`config.mk`:
```
export PLATFORM = sky130hd
export DESIGN_NAME = drive_circuit_inst_issue
export DESIGN_NICKNAME = d
export VERILOG_FILES = /design/src/rtl/drive_circuit_inst_issue.sv
export SDC_FILE = /design/constraint.sdc
export NUM_CORES = 1
export LEC_CHECK = 0
export CELL_PAD_IN_SITES_DETAIL_PLACEMENT = 0
export CELL_PAD_IN_SITES_GLOBAL_PLACEMENT = 1
export CORE_ASPECT_RATIO = 1.25
export CORE_UTILIZATION = 35
export CTS_CLUSTER_SIZE = 10
export DETAILED_ROUTE_END_ITERATION = 12
export GPL_TIMING_DRIVEN = 1
export PLACE_DENSITY = 0.67
export SLEW_MARGIN = 40
export SYNTH_ARGS = -nofsm -noshare
export SYNTH_HDL_FRONTEND = slang
export SYNTH_SLANG_ARGS = --single-unit
```
`constraint.sdc`:
```
create_clock -name clk -period 10 [get_ports clk]
set_input_delay 3 -clock clk [delete_from_list [all_inputs] [get_ports clk]]
set_output_delay 3 -clock clk [all_outputs]
set_load 0.1 [all_outputs]
```
`src/rtl/drive_circuit_inst_issue.sv`:
```
// drive_circuit_inst_issue: per-bank instruction issue unit.
// Buffers decoder instruction words in a fall-through FIFO. Each head word's
// start time is compared against a local free-running timer, and words that
// are due are handed to the bank datapath over a valid/ready handshake.
// Optional feature macro: DRIVE_ISSUE_LATE_DROP_EN (discard late heads instead
// of issuing them).
//
// state | meaning
// IDLE  | FIFO empty, nothing pending
// WAIT  | head present but not yet due (or just evaluated)
// ISSUE | output registers hold an instruction, issue_valid_out = 1
module drive_circuit_inst_issue #(
    parameter int QUBIT_ADDR_WIDTH_PER_BANK = 2,
    parameter int START_TIME_WIDTH          = 8,
    parameter int PHASE_WIDTH               = 4,
    parameter int INST_WIDTH_PER_BANK       = QUBIT_ADDR_WIDTH_PER_BANK + START_TIME_WIDTH + 1 + PHASE_WIDTH,
    parameter int FIFO_DEPTH                = 8
) (
    input  logic                                 clk,
    input  logic                                 rst,
    input  logic [INST_WIDTH_PER_BANK-1:0]       inst_in,
    input  logic                                 inst_wr_en_in,
    input  logic                                 timer_sync_in,
    input  logic                                 issue_ready_in,
    output logic                                 issue_valid_out,
    output logic [QUBIT_ADDR_WIDTH_PER_BANK-1:0] issue_qubit_addr_out,
    output logic                                 issue_z_corr_out,
    output logic [PHASE_WIDTH-1:0]               issue_phase_out,
    output logic [$clog2(FIFO_DEPTH):0]          fifo_count_out,
    output logic                                 overflow_out,
    output logic                                 late_out
);

    localparam int AW = $clog2(FIFO_DEPTH);
    localparam int CW = AW + 1;
    localparam logic [CW-1:0] FULL_COUNT = CW'(FIFO_DEPTH);

    localparam logic [1:0] ST_IDLE  = 2'd0;
    localparam logic [1:0] ST_WAIT  = 2'd1;
    localparam logic [1:0] ST_ISSUE = 2'd2;

`ifdef DRIVE_ISSUE_LATE_DROP_EN
    localparam logic LATE_DROP = 1'b1;
`else
    localparam logic LATE_DROP = 1'b0;
`endif

    logic [INST_WIDTH_PER_BANK-1:0]       mem_q [FIFO_DEPTH];
    logic [AW-1:0]                        rd_ptr_q, wr_ptr_q;
    logic [CW-1:0]                        count_q, count_d;
    logic [START_TIME_WIDTH-1:0]          timer_q, timer_d;
    logic [1:0]                           state_q, state_d;
    logic [QUBIT_ADDR_WIDTH_PER_BANK-1:0] addr_q;
    logic                                 z_q;
    logic [PHASE_WIDTH-1:0]               phase_q;
    logic                                 overflow_q, late_q;

    logic [INST_WIDTH_PER_BANK-1:0]       head;
    logic [START_TIME_WIDTH-1:0]          head_start, head_diff;
    logic                                 head_late, head_due;
    logic                                 pop, load, late_set, wr_acc;

    assign head       = mem_q[rd_ptr_q];
    assign head_start = head[PHASE_WIDTH+1 +: START_TIME_WIDTH];
    assign head_diff  = head_start - timer_q;
    assign head_late  = head_diff[START_TIME_WIDTH-1];
    assign head_due   = (count_q != '0) && ((head_diff == '0) || head_late);

    // A write into a full FIFO still fits when the head leaves in the same cycle.
    assign wr_acc  = inst_wr_en_in && ((count_q != FULL_COUNT) || pop);
    assign count_d = count_q + CW'(wr_acc) - CW'(pop);
    assign timer_d = timer_sync_in ? '0 : timer_q + 1'b1;

    // Next-state and pop decision; a late head is either issued or discarded.
    always_comb begin
        state_d  = state_q;
        pop      = 1'b0;
        load     = 1'b0;
        late_set = 1'b0;
        case (state_q)
            ST_IDLE, ST_WAIT: begin
                if (count_q == '0) begin
                    state_d = ST_IDLE;
                end else if (head_due) begin
                    pop      = 1'b1;
                    late_set = head_late;
                    if (LATE_DROP && head_late) begin
                        state_d = ST_WAIT;
                    end else begin
                        load    = 1'b1;
                        state_d = ST_ISSUE;
                    end
                end else begin
                    state_d = ST_WAIT;
                end
            end
            ST_ISSUE: begin
                if (issue_ready_in) begin
                    if (head_due) begin
                        pop      = 1'b1;
                        late_set = head_late;
                        if (LATE_DROP && head_late) begin
                            state_d = ST_WAIT;
                        end else begin
                            load    = 1'b1;
                            state_d = ST_ISSUE;
                        end
                    end else begin
                        state_d = (count_q != '0) ? ST_WAIT : ST_IDLE;
                    end
                end
            end
            default: state_d = ST_IDLE;
        endcase
    end

    // FIFO storage; contents need no reset since count gates every read.
    always_ff @(posedge clk) begin
        if (wr_acc) begin
            mem_q[wr_ptr_q] <= inst_in;
        end
    end

    // Pointers, occupancy, timer, FSM state, issue registers and sticky flags.
    always_ff @(posedge clk) begin
        if (rst) begin
            rd_ptr_q   <= '0;
            wr_ptr_q   <= '0;
            count_q    <= '0;
            timer_q    <= '0;
            state_q    <= ST_IDLE;
            addr_q     <= '0;
            z_q        <= 1'b0;
            phase_q    <= '0;
            overflow_q <= 1'b0;
            late_q     <= 1'b0;
        end else begin
            if (wr_acc) wr_ptr_q <= wr_ptr_q + 1'b1;
            if (pop)    rd_ptr_q <= rd_ptr_q + 1'b1;
            count_q <= count_d;
            timer_q <= timer_d;
            state_q <= state_d;
            if (load) begin
                addr_q  <= head[INST_WIDTH_PER_BANK-1 -: QUBIT_ADDR_WIDTH_PER_BANK];
                z_q     <= head[PHASE_WIDTH];
                phase_q <= head[PHASE_WIDTH-1:0];
            end
            if (inst_wr_en_in && !wr_acc) overflow_q <= 1'b1;
            if (late_set)                 late_q     <= 1'b1;
        end
    end

    assign issue_valid_out      = (state_q == ST_ISSUE);
    assign issue_qubit_addr_out = addr_q;
    assign issue_z_corr_out     = z_q;
    assign issue_phase_out      = phase_q;
    assign fifo_count_out       = count_q;
    assign overflow_out         = overflow_q;
    assign late_out             = late_q;

endmodule

```
# Word level (Yosys, flattened, before mapping)
# Memory sizes are Yosys's and may differ from the RTL's. A register that Yosys moved wholly into a read port is not among the register bits.
# Index checks and enable logic that the tools add are counted.
# W data, S select, Z words.
[word_totals] out_inout_bits=14 n_memories=1 ram_bits=120 latchBits=0 rom_bits=0 wordCells=51 ff_bits=29
[mem_list] memory="mem_q" depth=8 width=15 read_ports=1 rd_clocked_by_memory_dff=1 write_ports=1 line_no="48" rtl="logic [INST_WIDTH_PER_BANK-1:0] mem_q [FIFO_DEPTH];"
[op_classes] addsub=6 div_mod_pow=0 bitwise=0 shifts=0 n_reduce_logical=12 mul=0 eq_ne=4 n_lt_le_gt_ge=0 mux=18
[ops] operator="$mux W1" count=9
[ops] operator="$add A8 B1 Y8 const B" count=1
[ops] operator="$logic_not A8 Y1" count=1
[ops] operator="$mux W2" count=4
[ops] operator="$sub A8 B8 Y8" count=1
[ops] operator="$add A3 B1 Y3 const B" count=2
[ops] operator="$mux W3" count=2
[ops] operator="$add A4 B1 Y4" count=1
[ops] operator="$logic_not A4 Y1" count=1
[ops] operator="$ne A4 B4 Y1 const B" count=1
[ops] operator="$pmux W1 S2" count=2
[ops] operator="$pmux W2 S2" count=1
[ops] operator="$reduce_bool A4 Y1" count=1
[ops] operator="$reduce_or A2 Y1" count=2
[ops] operator="$sub A4 B1 Y4" count=1
[ops] operator="$logic_and A1 B1 Y1" count=3
[ops] operator="$eq A2 B1 Y1 const B" count=1
[ops] operator="$eq A2 B2 Y1 const B" count=1
[ops] operator="$logic_not A2 Y1" count=1
[ops] operator="$logic_or A1 B1 Y1" count=2
[ops] operator="$ne A2 B2 Y1 const B" count=1
[ops] operator="$logic_not A1 Y1" count=1

# Logic depth before layout (Yosys ltp)
[depth] ltp_word=11 mapped_depth=20 depth_no_buf=17

# Worst setup path after synthesis
# Ideal clock, no wire load.
[synth_path] kind="reg-to-reg" from="reg (tool-made name)" to="mem mem_q[0][0] in the netlist's numbering, enable pin" arrival_time_ns=4.950 stages_incl_launch_ff=14 n_path_buf=3 slack_ns=4.644 path_cell_list="dfxtp_1 buf_2 buf_2 buf_2 mux4_2 mux2_2 ha_1 nor2_1 xnor2_1 or3_1 a2111oi_2 o21ai_4 and3_1 nor3_1"
[synth_rtl] element="end, declared" line_no="48"

# Final worst setup path
[layout_path] from="in issue_ready_in" to="reg count_q[2] (netlist: fifo_count_out[2])"
[layout_via] elab_chain_cells=6
[layout_rtl] element="start, declared" line_no="24" rtl="input logic issue_ready_in,"
[layout_rtl] element="$mux W1 (*)" line_no="98" rtl="if (issue_ready_in) begin"
[layout_rtl] element="$pmux W1 S2 (*)"
[layout_rtl] element="$logic_or A1 B1 Y1" line_no="70" rtl="assign wr_acc = inst_wr_en_in && ((count_q != FULL_COUNT) || pop);"
[layout_rtl] element="$logic_and A1 B1 Y1" line_no="70"
[layout_rtl] element="$add A4 B1 Y4" line_no="71" rtl="assign count_d = count_q + CW'(wr_acc) - CW'(pop);"
[layout_rtl] element="$sub A4 B1 Y4 (*)" line_no="71"
[layout_rtl] element="end signal, assigned" line_no="140" rtl="count_q <= count_d;"
[layout_rtl] element="end, declared" line_no="50" rtl="logic [CW-1:0] count_q, count_d;"
# Every way passes the cells marked *; elsewhere a longest branch is shown, timed or not.
# A chain may end at the register's enable or synchronous reset.

==> flow_summary.json <==
{
  "stdcell_count": 650,
  "fillers": 1522,
  "ys_top_cells_by_area": "edfxtp_1 (58%), mux4_2 (11%), dfxtp_1 (10%)",
  "antenna_found_initial": 0,
  "grt-ovfl-total": 0,
  "grt_setup_unrepaired": "no",
  "insertion_delay_ns": 0.42,
  "yosysMostFrequentCell": "edfxtp_1",
  "ys_top_cells_by_count": "edfxtp_1 (120), nor2_1 (33), dfxtp_1 (32)",
  "worst-setup-path-type": "in -> reg",
  "p_per_area_nw_per_um2": 286.8,
  "intPower_mw": 1.449,
  "finalClockSkew_ns": 0.007485,
  "grt_max_degree": 31,
  "worst_pin_slew_ns": 0.7330,
  "nNetsFinal": 450,
  "die_h_um": 150.8,
  "hold_path.class": "reg -> reg",
  "netlist_area_sq_um": 6198,
  "dieWidth_um": 121.0,
  "worst-r2r-cell-count": 17,
  "drc": 0,
  "critPathMaxFanout": 18,
  "core_sq_um": 17360,
  "ys_types": 43,
  "setup_viol": 0,
  "drive_above_1_share_pct": 24.88,
  "hold_buffers": 0,
  "dpl.hpwl_um": 7195,
  "p_seq_share_pct": 36.5,
  "clk_pin_slew_ns": 0.06,
  "synth_edf_count": 120,
  "htreeDepth": 4,
  "arrival_ns": 5.41,
  "syn2layout_area_growth_pct": 19.96,
  "routed_wirelength_um": 11470,
  "finalCriticalPeriod_ns": 5.116,
  "p_comb_share_pct": 30.4,
  "timing.rr.end": "fifo_count_out[2]",
  "end_kind": "flop",
  "post_cts_buffers": 0,
  "cts_resized": 0,
  "rows": 54,
  "switching_power_uw": 684.0,
  "startpoint": "issue_ready_in",
  "vias": 3218,
  "seq_area_frac_synth_pct": 68.47,
  "initial_core_util_pct": 35.70,
  "worstPathCellList": "clkdlybuf4s50_1 > nand2b_1 > a22oi_1 > o21ai_4 > a31oi_2 > a21o_1 > ha_1 > inv_1 > fa_1 > xor2_1 > nor2_1",
  "grt_pass1_vias": 3361,
  "cts_sinks": 152,
  "crit_path_start_kind": "primary input",
  "cts_root_buf": "clkbuf_16",
  "syn_inst": 363,
  "worstHoldPathCells": 2,
  "grt_pass1_wl_um": 18150,
  "dieArea_sq_um": 18250,
  "reg2reg_slack_ns": 4.90,
  "status": "completed",
  "clkPwrFrac_pct": 33.1,
  "syn_nets": 400,
  "ys_ff_latch": 152,
  "numCtsBuffers": 17,
  "yosysTopAreaCell": "edfxtp_1",
  "fmax_mhz": 195.5,
  "worst_hold_startpoint": "rd_ptr_q[2]",
  "yosysWarnings": 0,
  "portBuffers": 33,
  "drt_iter0_drc": 177,
  "hold_violations": 0,
  "drv_slew": 0,
  "synth_top_area_share_pct": 58.13,
  "period_share_pct": 51.15,
  "synth_area_per_cell_sq_um": 17.08,
  "cp_slowest_cell": "clkdlybuf4s50_1",
  "synth_ff_type": "edfxtp_1",
  "swShare_pct": 32.07,
  "leakage_nw": 2.575,
  "antenna_cells": 0,
  "postRouteAntennaNets": 0,
  "vdd_drop_max_mv": 0.2195,
  "slowest_delay_ns": 0.47,
  "relSlewSlack_pct": 51.04,
  "fin_setup_tns_ns": 0,
  "routedWlPerCell_um": 17.64,
  "async_flop_share_pct": 0,
  "placed_cells": 618,
  "cts_tree": "done",
  "grt_usage_pct": 13.93,
  "cp.required_ns": 10.30,
  "pin_count": 34,
  "dr.pass1.iters": 4,
  "cap_violations": 0,
  "vias_per_cell": 4.951,
  "clk_path_buf_depth": 2,
  "gp_congestion": 0.7048
}
[critical path, delay by kind of cell]
kind | cells | cell delay [ns]
compound gates | 4 | 1.08
fa+ha+maj | 2 | 0.54
buf+inv | 2 | 0.53
xor+xnor | 1 | 0.16
simple gates | 2 | 0.11
[flip-flops by register name, summed over array words and instances, names as in the netlist, named ones only]
| name | flops |
|---|---|
| issue_z_corr_out | 1 |
| fifo_count_out | 4 |
| overflow_out | 1 |
| issue_qubit_addr_out | 2 |
| wr_ptr_q | 3 |
| issue_phase_out | 4 |
| state_q | 2 |
| timer_q | 8 |
| late_out | 1 |
| mem_q | 120 |
| rd_ptr_q | 3 |
[layout by cell type, fill, tap and decap left out, types with 2 or more instances in the layout]
| master | count |
|---|---|
| mux2i_1 | 12 |
| mux4_2 | 30 |
| nand2b_1 | 5 |
| fa_1 | 2 |
| clkinv_4 | 2 |
| xor2_1 | 4 |
| or3_1 | 3 |
| buf_4 | 10 |
| a21oi_1 | 4 |
| clkinv_1 | 2 |
| mux2_2 | 12 |
| clkbuf_1 | 2 |
| bufinv_16 | 6 |
| inv_1 | 18 |
| mux2_1 | 2 |
| nand3_1 | 6 |
| edfxtp_1 | 120 |
| clkdlybuf4s50_1 | 18 |
| nand3b_1 | 2 |
| dfxtp_2 | 2 |
| clkinv_2 | 2 |
| buf_2 | 15 |
| and3_1 | 3 |
| a21o_1 | 4 |
| nor3_2 | 4 |
| ha_1 | 15 |
| o21ai_0 | 5 |
| a221oi_1 | 2 |
| nor2b_1 | 5 |
| nand2_1 | 3 |
| dfxtp_1 | 30 |
| xnor2_1 | 9 |
| clkbuf_16 | 17 |
| nor2_1 | 33 |
[area by class of cell]
cell class,count,area [sq um],area share [%]
Sequential cell,152,4247,57.11
Timing Repair Buffer,43,330.3,4.442
Tap cell,224,280.3,3.769
Multi-Input combinational cell,181,1854,24.94
Clock inverter,13,224.0,3.012
Clock buffer,19,432.9,5.822
Inverter,18,67.56,0.9086
[power groups by stage]
stage	Clock [mW]	Combinational, mW	Sequential (mW)
2_1_floorplan	0	0.371	0.945
3_3_place_gp	0	0.674	0.790
3_5_place_dp	0	0.657	0.792
4_1_cts	0.722	0.660	0.780
5_1_grt	0.745	0.701	0.786
6_report	0.706	0.649	0.778
[kinds of logic after synthesis]
| kind of cell | synth area share [%] |
|---|---|
| flops | 68.47 |
| simple gates | 5.309 |
| mux | 15.38 |
| buf+inv | 1.938 |
| compound gates | 3.391 |
| fa+ha+maj | 3.674 |
| xor+xnor | 1.837 |
[stage by stage]
stage                     hold WS (ns)  cell area, sq um  util (%)  setup WS, ns  total power, mW
after floorplan                 0.4470              6198         -         4.644            1.316
after global placement          0.4562              6853     39.47         4.454            1.464
after detailed placement        0.4788              6779     39.04         4.452            1.449
after CTS                       0.4856              7436     42.82         4.821            2.162
after global routing            0.5095              7436     42.82         4.542            2.231
final                           0.4777              7436     42.82         4.885            2.133
[per-layer routing]
layer / GRT usage (%) / wire length [um]
met1: 16.40 / 5060
met3: 3.878 / 382
met5: 0 / 0
met4: 6.111 / 242
met2: 23.77 / 5783
[worst max-delay path by stage]
stage | to | slack [ns]
after floorplan | mem_q[0][0] | 4.64
after global placement | fifo_count_out[2] | 4.45
after detailed placement | fifo_count_out[2] | 4.45
after CTS | fifo_count_out[2] | 4.82
after global routing | fifo_count_out[2] | 4.54
final | fifo_count_out[2] | 4.88
Power figures use the tool's default switching activity.
